$ cat src/rtl/debounce_sync.sv
// Synchroniser plus saturating stability filter for a raw asynchronous level.
// Optional rise/fall strobes are built only when DEBOUNCE_EDGE_EN is defined.
module debounce_sync #(
   parameter int unsigned STABLE_CYCLES = 4,
   parameter int unsigned SYNC_STAGES   = 2,
   parameter bit          RESET_VAL     = 1'b0
) (
   input  logic clk,
   input  logic rst_n,
   input  logic d,
   output logic q,
   output logic busy,
   output logic rise,
   output logic fall
);

   localparam int unsigned CNT_W = $clog2(STABLE_CYCLES + 1);

   localparam logic [0:0] STABLE = 1'b0;
   localparam logic [0:0] CHECK  = 1'b1;

   localparam logic [CNT_W-1:0] CNT_ZERO = CNT_W'(0);
   localparam logic [CNT_W-1:0] CNT_ONE  = CNT_W'(1);
   localparam logic [CNT_W-1:0] CNT_LAST = CNT_W'(STABLE_CYCLES - 1);
   localparam logic [CNT_W-1:0] CNT_MAX  = CNT_W'(STABLE_CYCLES);

   logic [SYNC_STAGES-1:0] sync;
   logic                   s_out;

   logic [0:0]       state;
   logic [0:0]       state_nxt;
   logic [CNT_W-1:0] cnt;
   logic [CNT_W-1:0] cnt_nxt;
   logic             q_nxt;
   logic             busy_nxt;

   // Synchroniser chain; only the last stage is allowed into the filter.
   always_ff @(posedge clk or negedge rst_n) begin
      if (!rst_n) begin
         sync <= {SYNC_STAGES{RESET_VAL}};
      end else begin
         sync <= {sync[SYNC_STAGES-2:0], d};
      end
   end

   assign s_out = sync[SYNC_STAGES-1];

   // State, counter and registered outputs.
   always_ff @(posedge clk or negedge rst_n) begin
      if (!rst_n) begin
         state <= STABLE;
         cnt   <= CNT_ZERO;
         q     <= RESET_VAL;
         busy  <= 1'b0;
      end else begin
         state <= state_nxt;
         cnt   <= cnt_nxt;
         q     <= q_nxt;
         busy  <= busy_nxt;
      end
   end

   // Qualification: any return of s_out to q throws away the accumulated count.
   always_comb begin
      state_nxt = state;
      cnt_nxt   = cnt;
      q_nxt     = q;
      case (state)
         STABLE: begin
            cnt_nxt = CNT_ZERO;
            if (s_out != q) begin
               if (STABLE_CYCLES == 1) begin
                  q_nxt = s_out;
               end else begin
                  state_nxt = CHECK;
                  cnt_nxt   = CNT_ONE;
               end
            end
         end
         CHECK: begin
            if (s_out == q) begin
               state_nxt = STABLE;
               cnt_nxt   = CNT_ZERO;
            end else if (cnt == CNT_LAST) begin
               q_nxt     = s_out;
               state_nxt = STABLE;
               cnt_nxt   = CNT_ZERO;
            end else begin
               cnt_nxt = cnt + CNT_ONE;
            end
         end
         default: begin
            state_nxt = STABLE;
            cnt_nxt   = CNT_ZERO;
         end
      endcase
      busy_nxt = (state_nxt == CHECK);
   end

`ifdef DEBOUNCE_EDGE_EN
   logic rise_r;
   logic fall_r;

   // Strobes share the edge that updates q, so they line up with the new level.
   always_ff @(posedge clk or negedge rst_n) begin
      if (!rst_n) begin
         rise_r <= 1'b0;
         fall_r <= 1'b0;
      end else begin
         rise_r <= q_nxt & ~q;
         fall_r <= ~q_nxt & q;
      end
   end

   assign rise = rise_r;
   assign fall = fall_r;
`else
   assign rise = 1'b0;
   assign fall = 1'b0;
`endif

   // Structural invariants of the filter.
   a_cnt_bound : assert property (@(posedge clk) disable iff (!rst_n) cnt <= CNT_MAX);
   a_busy_state: assert property (@(posedge clk) disable iff (!rst_n) busy == (state == CHECK));
   a_one_strobe: assert property (@(posedge clk) disable iff (!rst_n) !(rise && fall));

endmodule

$ cat config.mk
export PLATFORM = sky130hd
export DESIGN_NAME = debounce_sync
export DESIGN_NICKNAME = d
export VERILOG_FILES = /design/src/rtl/debounce_sync.sv
export SDC_FILE = /design/constraint.sdc
export NUM_CORES = 1
export LEC_CHECK = 0
export CORE_AREA = 2 2 39 41
export CTS_CLUSTER_DIAMETER = 120
export CTS_CLUSTER_SIZE = 30
export DETAILED_ROUTE_END_ITERATION = 12
export DIE_AREA = 0 0 41 43
export PLACE_DENSITY = 0.42
export SYNTH_ARGS = -nofsm -noshare
export SYNTH_HDL_FRONTEND = slang
export SYNTH_SLANG_ARGS = --single-unit
$ cat constraint.sdc
create_clock -name clk -period 1.6 [get_ports clk]
set_input_delay 0.16 -clock clk [delete_from_list [all_inputs] [get_ports clk]]
set_output_delay 0.16 -clock clk [all_outputs]
set_load 0.03 [all_outputs]
==> impl_results.md, run 1 <==
- CP Class: flop to output port
- RSZ-0062 raised after global routing: no
- Worst Hold Class: primary input to asynchronous set/reset pin
- Area Growth Syn to Fin: 26.20%
- Slew Viols, Final: 0
- Critical path launch point type: flop
- Clock sinks: 7
- Final total power: 0.6369 mW
- Crit path max-delay family: buffers and inverters
- Pre-CTS WS: 0.3782 ns
- H-tree levels: 1
- Via density: 3.535
- Synth top area share: 61.14%
- Vias in the first global route: 153
- Synth top area cells: dfrtp_1 (61%), buf_4 (5.2%), mux2_4 (5.2%)
- Cell area after synthesis: 286.5 sq um
- Critical path peak fanout: 5
- Most common cell after layout, fill and taps aside: dfrtp_1
- Largest stage delay on the critical path: 0.69 ns
- Gr ovfl total: 0
- Total track usage: 6.606%
- Final setup viols: 0
- Core ar.: 1384 sq um
- Latest clock arrival within the worst-skew pair: 0.25 ns
- # IOs: 7
- Synth unique cells: 13
- R2r endpoint: q
- Layout cells sized above 1: 29.63%
- Synth Instances: 20
- Slowest CP cell: clkdlybuf4s50_1
- Peak VDD IR: 782.5 uV
- Critical Path Sink: busy
- Post-route clock period utilization: 92.83%
- Post-CTS Setup Inserts: 0
- Initial antenna violation count: 0
- Starting density of the core: 20.71%
- Post-synthesis sequential area ratio: 61.14%
- Worst path buffer plus inverter count: 1
- Area leader, netlist: dfrtp_1
- Reg2reg setup slack: 0.40 ns
- GPL Wtd Cong: 0.6332
- Largest net degree at the start of global routing: 8
- Drt initial violations: 1
- Number of synthesized register bits: 7
- Final ANT Viol Nets: 0
- Final net count: 32
- Sw frac: 32.29%
- Die footprint: 1763 sq um
- FF-to-FF path depth: 4
- Setup ws final: 0.1148 ns
- TritonCTS buffer count: 3
- Fin crit period: 1.485 ns
- Post-Route WL: 411 um
- Core Util, Final: 26.13%
- Hold slack: 0.1697 ns
- Clock buffer depth: 2
- Final setup TNS: 0 ns
- Clock transition at the registers of the reported paths: 0.05 ns
- Pre-Repair DR Iteration Count: 2
- Final Hold Fails: 0
- Die Y: 43 um
- Post-cts resize count: 0
- CTS Hold Buffers Added: 0
- Setup crit start: state
- First-pass GRT wire length: 669 um
- Placement row count: 14
- Combinational share of power: 33.7%
- Cell Pwr Density: 1761 nW/um^2
- Critical path, cell by cell: clkdlybuf4s50_1
- CP arrival: 1.33 ns
- Status: finished, final reports clean
- Sequential power share: 41.5%
- Share of total power in the clock network: 24.8%
- Wire length per cell: 9.558 um
- Setup Skew: 0.0007115 ns
- DR vias: 152
- Most frequent cells in the layout: dfrtp_1 (7), clkdlybuf4s50_1 (4), clkbuf_4 (3)
- Worst path required time: 1.44 ns
- Port bufs: 4
- DRC: 0
- Switching power: 0.2056 mW
- Die width: 41 um
- CP endpoint kind: output port
- Maxcap violations: 0
- Peak Freq: 673.3 MHz
- Yosys warns: 0
- P_leak: 0.1709 nW
- Post-Layout Cell Count: 43
- CTS Root Buffer Type: clkbuf_4
- Mean Syn Cell Area: 14.33 sq um
- Finished Cell Area: 361.6 sq um
- Diodes inserted: 0
- Total placed cells including tap cells: 39
- FF-to-FF Start: cnt[0]
- P_int: 0.4313 mW
- Cell Area, Placed: 335.3 sq um
- WP depth: 1
- CTS tree: yes
-- worst min path at each step --
stage | endpoint | slack, ns | cells past startpoint
2_1_floorplan | cnt[0] | -0.14 | 0
3_3_place_gp | sync[1] | 0.34 | 0
3_5_place_dp | sync[1] | 0.34 | 0
4_1_cts | sync[0] | 0.17 | 1
5_1_grt | sync[1] | 0.18 | 1
6_report | sync[0] | 0.17 | 1
-- cell families (layout without fill, tap and decap cells) --
logic type	count (synthesis)	in the layout	share of synthesized area, %
xor gates and xnor gates	1	1	3.057
and+or+nand+nor	6	6	17.91
muxes	1	1	5.239
buffers and inverters	2	8	5.239
other	1	2	1.309
DFF	7	7	61.14
AOI/OAI and AO/OA	1	1	1.745
adders and majority gates	1	1	4.366
-- flip-flops by register name, indices dropped and copies added (netlist names) --
name and cells:
sync 2, q 1, cnt 3, state 1
-- power by group through the flow --
stage,clock network [mW],registers (mW),logic (mW)
2_1_floorplan,0,0.310,0.0977
3_3_place_gp,0,0.265,0.216
3_5_place_dp,0,0.267,0.216
4_1_cts,0.165,0.265,0.218
5_1_grt,0.177,0.275,0.236
6_report,0.158,0.265,0.215
-- cell usage after synthesis --
master and n:
buf_4 2, o21ai_0 1, xor2_1 1, mux2_4 1, and3_1 1, and2_1 1, and4b_2 1, dfrtp_1 7
and2_2 1, ha_1 1, nor2b_4 1, conb_1 1, nand2_2 1
-- final cells by class --
cell class	count	area [sq um]
clock buffers	4	26.28
fillers	154	1022
multi-input cells	12	100.1
flip-flops and latches	7	175.2
well taps	16	20.02
repair buffers	4	40.04
-- per-layer routing --
layer	wire length (um)	global-route usage, %	vias to the layer above
met5	0	0	-
met4	0	8.000	0
met3	23	3.141	0
met2	202	6.563	5
met1	185	8.696	72
li1	-	-	75
Note: power is estimated with default switching activity, not from simulation.
==> run 2: changes to the inputs <==
--- a/config.mk
+++ b/config.mk
@@ -11,6 +11,7 @@
 export DETAILED_ROUTE_END_ITERATION = 12
 export DIE_AREA = 0 0 41 43
 export PLACE_DENSITY = 0.42
+export RECOVER_POWER = 50
 export SYNTH_ARGS = -nofsm -noshare
 export SYNTH_HDL_FRONTEND = slang
 export SYNTH_SLANG_ARGS = --single-unit
==> run 2 against run 1 <==
Net effect: critical path depth is the same; non-clock buffer count unchanged; register-to-register slack is essentially flat; design area unchanged; final cell count stayed put; count of clock-buffer cells in the layout stayed put; utilization unchanged; sequential cell count unchanged; clock power about the same; largest power group unchanged; highest routed layer unchanged.
==> impl_results.md, run 2 (synthesis gave the netlist of run 1 again) <==
- Status: finished, final reports clean
- Die Y: 43 um
- Setup ws final: 0.1148 ns
- H-tree levels: 1
- Top reg by flops: cnt
- Cell Area, Placed: 335.3 sq um
- Post-CTS Setup Inserts: 0
- CP arrival: 1.33 ns
- Worst path buffer plus inverter count: 1
- Layout cells sized above 1: 29.63%
- CP Class: flop to output port
- Core Util, Final: 26.13%
- Largest net degree at the start of global routing: 8
- Die footprint: 1763 sq um
- Final setup TNS: 0 ns
- FF-to-FF path depth: 4
- Largest stage delay on the critical path: 0.69 ns
- Clock sinks: 7
- DRC: 0
- Latest clock arrival within the worst-skew pair: 0.25 ns
- Slew Viols, Final: 0
- Starting density of the core: 20.71%
- Post-Route WL: 410 um
- Max FFs per register: 3
- Initial antenna violation count: 0
- Critical path peak fanout: 5
- Hold slack: 0.2402 ns
- Drt initial violations: 1
- Total track usage: 6.606%
- Final net count: 32
- Area Growth Syn to Fin: 26.20%
- Final total power: 0.6359 mW
- Setup Skew: 0.0007115 ns
- Crit path max-delay family: buffers and inverters
- GPL Wtd Cong: 0.6332
- CTS Root Buffer Type: clkbuf_4
- TritonCTS buffer count: 3
- Register area: 175.2 sq um
- Wire length per cell: 9.535 um
- Most frequent cells in the layout: dfrtp_1 (7), clkbuf_4 (3), conb_1 (2), dlygate4sd3_1 (2), clkdlybuf4s50_1 (2)
- Die width: 41 um
- Post-cts resize count: 0
- Critical path, cell by cell: clkdlybuf4s50_1
- Final ANT Viol Nets: 0
- Maxcap violations: 0
- CTS Hold Buffers Added: 0
- Peak Freq: 673.3 MHz
- Vias in the first global route: 153
- Worst Hold Class: primary input to asynchronous set/reset pin
- Final Hold Fails: 0
- DR vias: 152
- P_leak: 0.1715 nW
- # IOs: 7
- Placement row count: 14
- First-pass GRT wire length: 669 um
- Pre-CTS WS: 0.3782 ns
- Slowest CP cell: clkdlybuf4s50_1
- Total placed cells including tap cells: 39
- Clock transition at the registers of the reported paths: 0.05 ns
- Clock buffer depth: 2
- CP endpoint kind: output port
- Finished Cell Area: 361.6 sq um
- Largest registers: cnt (3), sync (2)
- Port bufs: 4
- Gr ovfl total: 0
- WP depth: 1
- Worst path required time: 1.44 ns
- Post-Layout Cell Count: 43
- CTS tree: yes
- Multi-input logic area: 100.1 sq um
- Fillers: 154
- Final setup viols: 0
- Post-route clock period utilization: 92.83%
- RSZ-0062 raised after global routing: no
- Peak VDD IR: 782.5 uV
- Cell Pwr Density: 1759 nW/um^2
- Fin crit period: 1.485 ns
- Diodes inserted: 0
- Critical path launch point type: flop
- Most common cell after layout, fill and taps aside: dfrtp_1
- Via density: 3.535
- Pre-Repair DR Iteration Count: 2
- Core ar.: 1384 sq um
-- run 2: cell types whose count changed in the layout (fill, tap and decap cells not counted) --
cell             previous run  this run
dlygate4sd3_1               0         2
clkdlybuf4s50_1             4         2
-- run 2: area by class of cell --
cell class,instances,area share [%]
repair buffers,4,11.07
flip-flops and latches,7,48.44
clock buffers,4,7.266
multi-input cells,12,27.68
well taps,16,5.536
-- run 2: where the power goes --
| part | leakage (nW) | internal [mW] | switching [mW] |
|---|---|---|---|
| Combinational | 0.0691 | 0.107 | 0.106 |
| Clock | 0.0150 | 0.0950 | 0.0627 |
| Sequential | 0.0874 | 0.228 | 0.0365 |
-- run 2: routing by layer --
metal,global-route usage (%),part of all wire (%),vias to the layer above
li1,-,-,75
met1,8.696,45,72
met2,6.563,49,5
met3,3.141,5.6,0
met4,8.000,0,0
met5,0,0,-
-- run 2: path summary, 6_finish.rpt --
kind / from / to / slack, ns
max: state / busy / 0.11
min reg2reg: sync[0] / sync[1] / 0.35
max reg2reg: cnt[0] / q / 0.40
min in group clk: sync[0] / sync[1] / 0.35
max in group asynchronous: rst_n / cnt[2] / 1.12
min: rst_n / sync[0] / 0.24
